### src/rtl/fwd_hazard_unit.sv
// rtl/fwd_hazard_unit.sv - operand forwarding and load-use hazard detection
//
// Tracks the destination of the last NSTAGE issued instructions in a
// shift register and, per source channel, selects either register-file
// data or the youngest in-flight result that targets the same register.
// A load whose data is not yet available (stage index < LD_STAGE) and
// that wins the forwarding search holds issue for one cycle.
//
// Ports:
//   clk, rst_n     clock, asynchronous active-low reset
//   issue_*        instruction presented for issue (valid/we/is_load/rd/rs)
//   rf_data        register-file read data, one SIZE word per channel
//   stage_data     result held by each in-flight stage, one SIZE word per stage
//   flush          invalidate every in-flight entry at the next edge
//   src_o          forwarded operand per channel
//   fwd_sel_o      per channel: 0 = register file, k+1 = stage k
//   stall_o        load-use hazard, issue must be held this cycle
//   stall_cnt_o    saturating count of stall cycles
module fwd_hazard_unit #(
    parameter int SIZE     = 32,
    parameter int NSRC     = 2,
    parameter int NSTAGE   = 3,
    parameter int AW       = 5,
    parameter int LD_STAGE = 1,
    parameter int CW       = 16,
    localparam int SW      = $clog2(NSTAGE + 1)
) (
    input  logic                   clk,
    input  logic                   rst_n,
    input  logic                   issue_valid,
    input  logic                   issue_we,
    input  logic                   issue_is_load,
    input  logic [AW-1:0]          issue_rd,
    input  logic [NSRC*AW-1:0]     issue_rs,
    input  logic [NSRC*SIZE-1:0]   rf_data,
    input  logic [NSTAGE*SIZE-1:0] stage_data,
    input  logic                   flush,
    output logic [NSRC*SIZE-1:0]   src_o,
    output logic [NSRC*SW-1:0]     fwd_sel_o,
    output logic                   stall_o,
    output logic [CW-1:0]          stall_cnt_o
);

    logic [NSTAGE-1:0] valid_q, valid_d;
    logic [NSTAGE-1:0] we_q, we_d;
    logic [NSTAGE-1:0] ld_q, ld_d;
    logic [AW-1:0]     rd_q [NSTAGE];
    logic [AW-1:0]     rd_d [NSTAGE];
    logic [CW-1:0]     stall_cnt_q, stall_cnt_d;

    // Per channel: the winning (youngest) match is a load still in flight.
    logic [NSRC-1:0]   hit_ld;

    // Forwarding search. Walking from oldest to youngest lets the
    // youngest match overwrite older ones, so the lowest k wins.
    always_comb begin
        src_o     = rf_data;
        fwd_sel_o = '0;
        hit_ld    = '0;
        for (int c = 0; c < NSRC; c++) begin
            for (int k = NSTAGE - 1; k >= 0; k--) begin
                if (valid_q[k] && we_q[k] &&
                    (rd_q[k] == issue_rs[c*AW +: AW]) &&
                    (issue_rs[c*AW +: AW] != '0)) begin
                    src_o[c*SIZE +: SIZE] = stage_data[k*SIZE +: SIZE];
                    fwd_sel_o[c*SW +: SW] = SW'(k + 1);
                    hit_ld[c]             = ld_q[k] && (k < LD_STAGE);
                end
            end
        end
        stall_o = issue_valid && !flush && (|hit_ld);
    end

    // Pipeline advance: a stalled issue enters as a bubble; flush wipes
    // every entry including the one being issued this cycle.
    always_comb begin
        valid_d[0] = issue_valid && !stall_o;
        we_d[0]    = issue_we;
        ld_d[0]    = issue_is_load;
        rd_d[0]    = issue_rd;
        for (int k = 1; k < NSTAGE; k++) begin
            valid_d[k] = valid_q[k-1];
            we_d[k]    = we_q[k-1];
            ld_d[k]    = ld_q[k-1];
            rd_d[k]    = rd_q[k-1];
        end
        if (flush) begin
            valid_d = '0;
        end

        stall_cnt_d = stall_cnt_q;
        if (stall_o && (stall_cnt_q != '1)) begin
            stall_cnt_d = stall_cnt_q + CW'(1);
        end
    end

    always_ff @(posedge clk or negedge rst_n) begin
        if (!rst_n) begin
            valid_q     <= '0;
            we_q        <= '0;
            ld_q        <= '0;
            for (int k = 0; k < NSTAGE; k++) begin
                rd_q[k] <= '0;
            end
            stall_cnt_q <= '0;
        end else begin
            valid_q     <= valid_d;
            we_q        <= we_d;
            ld_q        <= ld_d;
            for (int k = 0; k < NSTAGE; k++) begin
                rd_q[k] <= rd_d[k];
            end
            stall_cnt_q <= stall_cnt_d;
        end
    end

    assign stall_cnt_o = stall_cnt_q;

endmodule

### config.mk
export PLATFORM = sky130hd
export DESIGN_NAME = fwd_hazard_unit
export DESIGN_NICKNAME = d
export VERILOG_FILES = /design/src/rtl/fwd_hazard_unit.sv
export SDC_FILE = /design/constraint.sdc
export NUM_CORES = 1
export LEC_CHECK = 0
export ABC_AREA = 1
export BUFFER_PORTS_ARGS = -buffer_cell sky130_fd_sc_hd__buf_2
export CORE_MARGIN = 3
export CORE_UTILIZATION = 30
export CTS_CLUSTER_SIZE = 8
export DETAILED_ROUTE_END_ITERATION = 16
export HOLD_SLACK_MARGIN = 0.12
export PLACE_DENSITY = 0.53
export SETUP_SLACK_MARGIN = 0.02
export SLEW_MARGIN = 15
export SYNTH_ARGS = -nofsm -noshare
export SYNTH_HDL_FRONTEND = slang
export SYNTH_SLANG_ARGS = --single-unit
### constraint.sdc
create_clock -name clk -period 2.1 [get_ports clk]
set_clock_uncertainty 0.1 [all_clocks]
set_input_delay 0.21 -clock clk [delete_from_list [all_inputs] [get_ports clk]]
set_output_delay 0.21 -clock clk [all_outputs]
set_load 0.05 [all_outputs]
==> metrics.txt, run 1 <==
RSZ-0062 raised after global routing=true; CTS tree=done; Fmax achieved=between 400 and 500 MHz; most common cell in the synthesized netlist=nand2_1; Tightest Pin Transition=840 ps; Synth Instances=953; H-tree Lvls=2; Max-slew headroom=roughly 44%; layout cells sized above 1=between 30 and 40%; Total Nets Final=approximately 1400; Synth area leader=nand3_1; Critical Path RT=1790 ps; post-synthesis sequential area ratio=between 10% and 20%; core area=16800 um2; Worst R2R Setup Slack=90 ps; area delta synth->final=67.9%; CP max FO=4; failing checks=setup timing; Critical Path AT=between 2000 and 2500 ps; DRC violations left=0; largest net degree at the start of global routing=39; Routed wire per std cell=between 15 and 20 um; FFs w/ async S/R, synth=100%; Syn Nets=between 1000 and 1500; vias=between 7000 and 8000; clock buffer depth=2; clk_lat worst skew=290 ps; IO buf count=roughly 270; startpoint types=flip-flop; setup ws final=-237 ps; Final Hold Vio Count=0; num ports=266; synth cell count leaders=nand2_1, nand3_1, inv_1, dfrtp_1, buf_2; Leakage=approximately 5 nW; die width=137 um; HP Class=reg2reg; power density over cell area=335 nW/um2; Sink Count=38; initial antenna violation count=2; Routed Antenna Nets=0; critical path class=reg2out; YS warnings=0; grt total ovfl=0; Chip Height=137 um; via density per instance=just under 5; ys flop type=dfrtp_1; Root Buffer Master=clkbuf_16; Die ar.=around 19000 um2; Routed WL=about 23000 um; Post-synth EDFFs=0; Site Rows=47; Pre-antenna DRT Iters=5; Tot Pwr=a little under 3 mW; gr usage total=between 20% and 30%; DP Wirelength=between 15000 and 20000 um; Synth top area share=between 20% and 30%; RD Place Congestion=0.896; Initial Utilization=30.9%; Period minus WS final=about 2300 ps; outcome=complete, but fails checks; setup TNS=-11030 ps; clock-pin slew on the worst setup and hold paths=60 ps; vias in the first global route=6523; Peak VDD IR=~420 uV; MaxCap Viol Count=0; period utilization=111%; synthesis-stage register bit count=38; first-pass GRT wire length=between 30000 and 40000 um; TritonCTS Buffers=5; Synth Cell Area=approximately 5200 um2; CP Capture Type=primary output; fin. max-slew vios=0; synth unique cells=30; Final Util=roughly 52%; Syn Area/Cell=around 5.4 um2; number of DRC markers in iteration 0=approximately 530; main area contributors after synthesis=nand3_1, nand2_1, dfrtp_1; # setup viols final=between 60 and 70
[timing repair]
action / 4_1_cts / 5_1_grt
setup buffers: 10 / 5
endpoints found under the setup margin: 69 / 84
endpoints found under the hold margin: 48 / 0
cloned: 7 / 7
hold buffers: 10 / 0
pin swaps: 8 / 25
gates resized for setup: 168 / 125
[final timing paths]
kind / start / cells after the start / to
worst min-delay path: we_q[1]$_DFF_PN0_ / 0 / we_q[2]$_DFF_PN0_
worst max-delay path: rd_d[3]$_DFF_PN0_ / 11 / src_o[37]
worst min register to register: we_q[1]$_DFF_PN0_ / 0 / we_q[2]$_DFF_PN0_
min in group asynchronous: rst_n / 2 / stall_cnt_o[15]$_DFFE_PN0P_
worst max register to register: rd_d[5]$_DFF_PN0_ / 14 / stall_cnt_o[9]$_DFFE_PN0P_
max in group asynchronous: rst_n / 2 / rd_d[5]$_DFF_PN0_
[power breakdown]
part	switching, mW	internal (mW)	leakage, nW
Sequential	0.0252	0.755	0.481
Clock	0.313	0.683	0.0940
Combinational	0.670	0.465	4.46
[cell usage in the layout, fill, tap and decap left out, drive strengths merged, types with 3 or more instances in the layout]
cell type / instances
a21oi: 6
buf: 326
clkbuf: 11
dfrtp: 38
dlygate4sd3: 10
inv: 196
nand2: 307
nand3: 268
nand3b: 6
nand4: 6
nor2: 32
nor3: 7
or2: 3
xnor2: 14
xor2: 15
[through the flow]
step	cell area, um2	hold slack [ps]	std cells	setup slack (ps)
2_1_floorplan	5190	-186	953	89.8
3_3_place_gp	6980	219	1425	-89.9
6_report	8690	302	1474	-237
3_5_place_dp	6980	219	1425	-68.5
5_1_grt	8690	314	1474	-367
4_1_cts	8030	289	1460	-246
[kinds of logic (layout without fill, tap and decap cells)]
logic type	count (synthesis)	in the layout	synth area share [%]
simple gates	628	629	55.3
buf+inv	249	547	20.3
flops	38	38	18.4
xor+xnor	29	29	4.91
compound gates	8	8	0.846
fa+ha+maj	1	1	0.242
other cells	0	2	0
[final cells by class]
type | instances | area, um2
Antenna cell | 2 | 5.00
Clock inverter | 3 | 68.8
Sequential cell | 38 | 956
Clock buffer | 5 | 125
Fill cell | 1746 | 8070
Multi-Input combinational cell | 667 | 3640
Timing Repair Buffer | 342 | 2880
Inverter | 197 | 742
Tap cell | 220 | 275
[state kept, by name (all words and copies together) (netlist names)]
register and cells:
we_q 3, valid_q 3, stall_cnt_o 16, rd_d 10, ld_q 1, rd_q 5
[routing by layer]
layer  global-route usage (%)  wire [um]
met1                     28.2       9340
met2                     41.1      11800
met3                     3.21       1710
met4                     7.15        673
met5                        0          0
[critical path: stages (launching register included)]
cell and delay, ps:
dfrtp_2 450, xnor2_2 160, nand2_2 90, nor2_4 210, nand2_4 110, buf_12 160, clkbuf_16 150, nand3_1 70
nand3_1 70, nand2_1 70, inv_1 50, buf_6 140
Power figures use the tool's default switching activity.
==> run 2, diff against run 1 <==
--- a/config.mk
+++ b/config.mk
@@ -5,14 +5,14 @@
 export SDC_FILE = /design/constraint.sdc
 export NUM_CORES = 1
 export LEC_CHECK = 0
-export ABC_AREA = 1
+export ABC_AREA = 0
 export BUFFER_PORTS_ARGS = -buffer_cell sky130_fd_sc_hd__buf_2
 export CORE_MARGIN = 3
 export CORE_UTILIZATION = 30
 export CTS_CLUSTER_SIZE = 8
 export DETAILED_ROUTE_END_ITERATION = 16
 export HOLD_SLACK_MARGIN = 0.12
-export PLACE_DENSITY = 0.53
+export PLACE_DENSITY = 0.57
 export SETUP_SLACK_MARGIN = 0.02
 export SLEW_MARGIN = 15
 export SYNTH_ARGS = -nofsm -noshare
==> metrics.txt, run 2 <==
logic gate share of total power=47.4% (+8.4 points); TritonCTS Buffers=5 (unchanged); Worst setup startpoint=rd_q[2]$_DFF_PN0_; num ports=266 (unchanged); DP Wirelength=15100 um (-12%); largest family of logic cells by synthesized area=compound AO/OA/AOI/OAI gates; Critical Path AT=2420 ps (+390 ps); CTS tree=done; post-synthesis mux area share=0.294% (+0.29 points); simple-gate share of the synthesized area=20.7% (-35 points); Syn Area/Cell=7.54 um2 (+39%); Syn Nets=690 (-39%); critical path class=reg2out; Post-synth EDFFs=0 (unchanged); commonest non-fill, non-tap cells in the layout=buf_2, buf_4, buf_6; commonest non-fill, non-tap cell in the layout=buf_2; Tightest Pin Transition=828 ps (-12.6 ps); vias=6195 (-14%); via density per instance=5.90 (+21%); Clk pwr share=25.2% (-9.0 points); Final Util=79.5% (+28 points); layout cells sized above 1=73.0% (+34 points); setup ws final=-633 ps (-396 ps); HP Class=in2reg; Initial Utilization=31.2% (+0.35 points); # setup viols final=86 (+26%); die width=119 um (-13%); Routed WL=24400 um (+3.8%); area delta synth->final=155%; period utilization=130% (+19 points); vias in the first global route=6340 (-2.8%); RR Startpoint=rd_d[7]$_DFF_PN0_; YS warnings=0 (unchanged); synth unique cells=37 (+23%); Peak VDD IR=685 uV (+63%); outcome=complete, but fails checks; Synth Instances=508 (-47%); Cell Int Power=1.81 mW (-4.8%); Routed wire per std cell=23.2 um (+46%); Final Hold Vio Count=0 (unchanged); Compound-Gate Fraction of Synth Area=37.5% (+37 points); Max-slew headroom=44.8% (+0.84 points); FFs w/ async S/R, synth=100% (unchanged); H-tree Lvls=2 (unchanged); HP Start=issue_valid; most common cell in the synthesized netlist=o21ai_0; initial antenna violation count=4 (+2); grt total ovfl=0 (unchanged); synthesis-stage register bit count=38 (unchanged); xor and xnor fraction of the mapped netlist area=10.3% (+5.4 points); power density over cell area=291 nW/um2 (-13%); number of DRC markers in iteration 0=389 (-26%); failing checks=setup timing; Switch Pwr=1.03 mW (+1.8%); post-synthesis adder-cell area fraction=0.327% (+0.085 points); synth cell count leaders=o21ai_0, nand2_1, a221oi_1, o21ai_1, dfrtp_1; fin area=9750 um2 (+12%); first-pass GRT wire length=35100 um (+2.7%); IO buf count=265 (unchanged); Site Rows=40 (-15%); startpoint types=flip-flop; clock buffer depth=2 (unchanged); max reg flops=16 (unchanged); Critical Path RT=1790 ps (about the same); RSZ-0062 raised after global routing=true; DRC violations left=0 (unchanged); RD Place Congestion=0.937 (+4.6%); Sink Count=38 (unchanged); Root Buffer Master=clkbuf_16; switching share of power=36.1% (+1.5 points); main area contributors after synthesis=dfrtp_1, a221oi_1, o21ai_0; CP Capture Type=primary output; ys flop type=dfrtp_1; Chip Height=119 um (-13%); setup TNS=-36790 ps (-25770 ps); largest net degree at the start of global routing=39 (unchanged); MaxCap Viol Count=0 (unchanged); clock-pin slew on the worst setup and hold paths=60 ps (about the same); Period minus WS final=2730 ps (+396 ps); Die ar.=14200 um2 (-25%); fin. max-slew vios=0 (unchanged); Leakage=4.10 nW (-19%); core area=12300 um2 (-27%); Synth top area share=24.8% (-0.89 points); Synth Cell Area=3830 um2 (-26%); Fmax achieved=366 MHz (-14%); Pre-antenna DRT Iters=5 (unchanged); Total Nets Final=1060 (-26%); gr usage total=31.0% (+8.1 points); clk_lat worst skew=280 ps (about the same); post-synthesis sequential area ratio=24.8% (+6.5 points); CP max FO=9 (+5); sequential power share=27.4% (+0.6 points); DP Area=7220 um2 (+3.4%); Synth area leader=dfrtp_1; Routed Antenna Nets=0 (unchanged)
run 2: layout make-up:
cell class | instances | area, um2
fillers | 699 | 2510
multi-input cells | 416 | 4810
flip-flops and latches | 38 | 971
diodes | 3 | 7.51
well taps | 168 | 210
repair buffers | 415 | 3610
clock inverters | 2 | 10.0
clock buffers | 6 | 129
inverters | 2 | 7.51
run 2: cell families (layout without fill, tap and decap cells):
| group | after synthesis | in the layout |
|---|---|---|
| buffers and inverters | 54 | 425 |
| AOI/OAI and AO/OA | 217 | 217 |
| xor gates and xnor gates | 45 | 45 |
| muxes | 1 | 1 |
| and+or+nand+nor | 152 | 152 |
| other | 0 | 3 |
| DFF | 38 | 38 |
| adders and majority gates | 1 | 1 |
run 2: per-stage QoR:
stage	cells	total power [mW]	hold WS (ps)	setup WS, ps
after floorplan	508	1.38	-186	-212
after global placement	983	1.80	218	-455
after detailed placement	983	1.81	219	-469
after CTS	1035	2.78	253	-617
after global routing	1050	2.95	269	-684
final	1050	2.84	256	-633
run 2: path summary, 6_finish.rpt:
check	to	slack (ps)	cells past startpoint
setup / recovery	src_o[61]	-630	7
hold reg to reg	we_q[2]$_DFF_PN0_	280	0
min in group asynchronous	stall_cnt_o[5]$_DFFE_PN0P_	470	2
hold / removal	valid_q[0]$_DFF_PN0_	260	3
setup reg to reg	stall_cnt_o[14]$_DFFE_PN0P_	-260	8
max in group asynchronous	stall_cnt_o[0]$_DFFE_PN0P_	860	2
run 2: routing by layer:
| layer | wire length (um) | GRT usage (%) |
|---|---|---|
| met1 | 8980 | 36.1 |
| met2 | 12500 | 55.2 |
| met3 | 1600 | 4.51 |
| met4 | 1300 | 15.4 |
| met5 | 13 | 0 |
run 2: critical path, cell delays in order, from the launching register on:
cell and delay, ps:
dfrtp_1 400, xor2_1 150, a211o_1 290, or3_4 490
buf_12 200, a221oi_4 350, o21ai_4 100, buf_6 160
run 2: power by group through the flow:
| stage | logic [mW] | registers (mW) | clock network (mW) |
|---|---|---|---|
| CTS | 1.27 | 0.778 | 0.735 |
| global route | 1.40 | 0.780 | 0.764 |
| floorplan | 0.592 | 0.792 | 0 |
| finish | 1.35 | 0.778 | 0.716 |
| detailed placement | 1.02 | 0.791 | 0 |
| global placement | 1.01 | 0.789 | 0 |
run 2: what timing repair did:
action                                  CTS  global route
cloned                                    8             7
hold buffers                              9             0
endpoints found under the setup margin   82            86
endpoints found under the hold margin    47             0
gates resized for setup                 278            95
pin swaps                                73            56
buffers inserted                         28            15
==> run 3, diff against run 2 <==
--- a/config.mk
+++ b/config.mk
@@ -7,12 +7,12 @@
 export LEC_CHECK = 0
 export ABC_AREA = 0
 export BUFFER_PORTS_ARGS = -buffer_cell sky130_fd_sc_hd__buf_2
-export CORE_MARGIN = 3
-export CORE_UTILIZATION = 30
+export CORE_AREA = 3 3 102 104
 export CTS_CLUSTER_SIZE = 8
 export DETAILED_ROUTE_END_ITERATION = 16
+export DIE_AREA = 0 0 105 107
 export HOLD_SLACK_MARGIN = 0.12
-export PLACE_DENSITY = 0.57
+export PLACE_DENSITY = 0.73
 export SETUP_SLACK_MARGIN = 0.02
 export SLEW_MARGIN = 15
 export SYNTH_ARGS = -nofsm -noshare
==> metrics.txt, run 3 <==
TritonCTS Buffers=5 (unchanged); Synth Cell Area=3830 um2 (unchanged); YS warnings=0 (unchanged); largest net degree at the start of global routing=39; Synth Instances=508 (unchanged); Worst EP kind=primary output; Initial Utilization=39.7% (+8.5 points); Stop Error=[ERROR DPL-0038] Utilization greater than 100%, impossible to legalize; synthesis-stage register bit count=38 (unchanged); Fail Step=5_1_grt; Syn Area/Cell=7.54 um2 (unchanged); Synth area leader=dfrtp_1; IO buf count=265 (unchanged); clock buffer depth=2 (unchanged); Root Buffer Master=clkbuf_8; synth unique cells=37 (unchanged); Site Rows=36 (-10%); Chip Height=107 um (-10%); Syn Nets=690 (unchanged); ys flop type=dfrtp_1; Setup WS pre-CTS=-543 ps (-74.0 ps); main area contributors after synthesis=dfrtp_1, a221oi_1, o21ai_0; synth cell count leaders=o21ai_0, nand2_1, a221oi_1, o21ai_1, dfrtp_1; die width=105 um (-12%); num ports=266 (unchanged); Sink Count=38 (unchanged); DP Wirelength=14600 um (-3.5%); H-tree Lvls=2 (unchanged); Post-synth EDFFs=0 (unchanged); post-synthesis sequential area ratio=24.8% (unchanged); FFs w/ async S/R, synth=100% (unchanged); Synth top area share=24.8% (unchanged); most common cell in the synthesized netlist=o21ai_0; RD Place Congestion=0.993 (+6.1%); worst setup endpoint GRT=src_o[42]; outcome=stopped before the end
==> run 3: cell counts after synthesis <==
No cell type changed its count.
==> run 3: repair_timing <==
item / CTS
hold buffers: 9
hold endpoints to repair: 47
resized for setup: 277
pin swaps: 38
setup buffers: 27
cloned: 11
endpoints found under the setup margin: 81
==> run 3: cells by family after synthesis <==
| kind of cell | count (synthesis) | synth area share (%) |
|---|---|---|
| AO/OA/AOI/OAI | 217 | 37.5 |
| XOR/XNOR | 45 | 10.3 |
| adder cells (fa/ha/maj) | 1 | 0.327 |
| buffers and inverters | 54 | 6.07 |
| flip-flops | 38 | 24.8 |
| multiplexers | 1 | 0.294 |
| AND/OR/NAND/NOR | 152 | 20.7 |
==> run 3: per-stage QoR <==
step	TNS, ps	std cells	utilization, %	cell area, um2
after detailed placement	-32600	940	73.8	7110
after CTS	-35960	994	95.3	9190
after global placement	-28630	940	73.8	7110
after floorplan	-8440	508	-	5080
==> run 4, diff against run 3 <==
--- a/config.mk
+++ b/config.mk
@@ -7,13 +7,10 @@
 export LEC_CHECK = 0
 export ABC_AREA = 0
 export BUFFER_PORTS_ARGS = -buffer_cell sky130_fd_sc_hd__buf_2
-export CORE_AREA = 3 3 102 104
-export CTS_CLUSTER_SIZE = 8
+export CORE_MARGIN = 3
+export CORE_UTILIZATION = 40
 export DETAILED_ROUTE_END_ITERATION = 16
-export DIE_AREA = 0 0 105 107
-export HOLD_SLACK_MARGIN = 0.12
-export PLACE_DENSITY = 0.73
-export SETUP_SLACK_MARGIN = 0.02
+export PLACE_DENSITY_LB_ADDON = 0.15
 export SLEW_MARGIN = 15
 export SYNTH_ARGS = -nofsm -noshare
 export SYNTH_HDL_FRONTEND = slang
==> metrics.txt, run 4 <==
most common cell in the synthesized netlist=o21ai_0; die width=104 um (-1.1%); Initial Utilization=41.3% (+1.5 points); clock buffer depth=2 (unchanged); RD Place Congestion=0.992 (-0.15%); H-tree Lvls=2 (unchanged); Syn Nets=690 (unchanged); DP Area=7150 um2 (+0.60%); Sink Count=38 (unchanged); TritonCTS Buffers=5 (unchanged); Syn Area/Cell=7.54 um2 (unchanged); Stop Error=[ERROR DPL-0038] Utilization greater than 100%, impossible to legalize; num ports=266 (unchanged); largest net degree at the start of global routing=39; DP Wirelength=14900 um (+1.8%); Root Buffer Master=clkbuf_8; Chip Height=104 um (-2.9%); Synth Instances=508 (unchanged); ys flop type=dfrtp_1; main area contributors after synthesis=dfrtp_1, a221oi_1, o21ai_0; Post-synth EDFFs=0 (unchanged); synth cell count leaders=o21ai_0, nand2_1, a221oi_1, o21ai_1, dfrtp_1; post-synthesis sequential area ratio=24.8% (unchanged); IO buf count=265 (unchanged); worst setup endpoint GRT=src_o[21]; Synth top area share=24.8% (unchanged); synthesis-stage register bit count=38 (unchanged); Synth Cell Area=3830 um2 (unchanged); YS warnings=0 (unchanged); synth unique cells=37 (unchanged); Setup WS pre-CTS=-480 ps (+63.6 ps); Site Rows=35 (-2.8%); Synth area leader=dfrtp_1; Worst EP kind=primary output; Fail Step=5_1_grt; FFs w/ async S/R, synth=100% (unchanged); outcome=stopped before the end
==> run 4: cell counts after synthesis <==
Identical to the previous run, type by type.
==> run 4: logic make-up after synthesis <==
group | count (synthesis) | share of synthesized area, %
flops | 38 | 24.8
buf+inv | 54 | 6.07
simple gates | 152 | 20.7
xor+xnor | 45 | 10.3
compound gates | 217 | 37.5
mux | 1 | 0.294
fa+ha+maj | 1 | 0.327
==> run 4: timing repair <==
action / 4_1_cts
endpoints found under the hold margin: 45
setup buffers: 9
hold buffers: 8
resized for setup: 249
setup endpoints to repair: 86
pin swaps: 34
gates cloned: 5
==> run 4: through the flow <==
stage / setup TNS (ps) / std cells
2_1_floorplan: -8930 / 508
3_3_place_gp: -24410 / 947
3_5_place_dp: -28590 / 947
4_1_cts: -37400 / 976
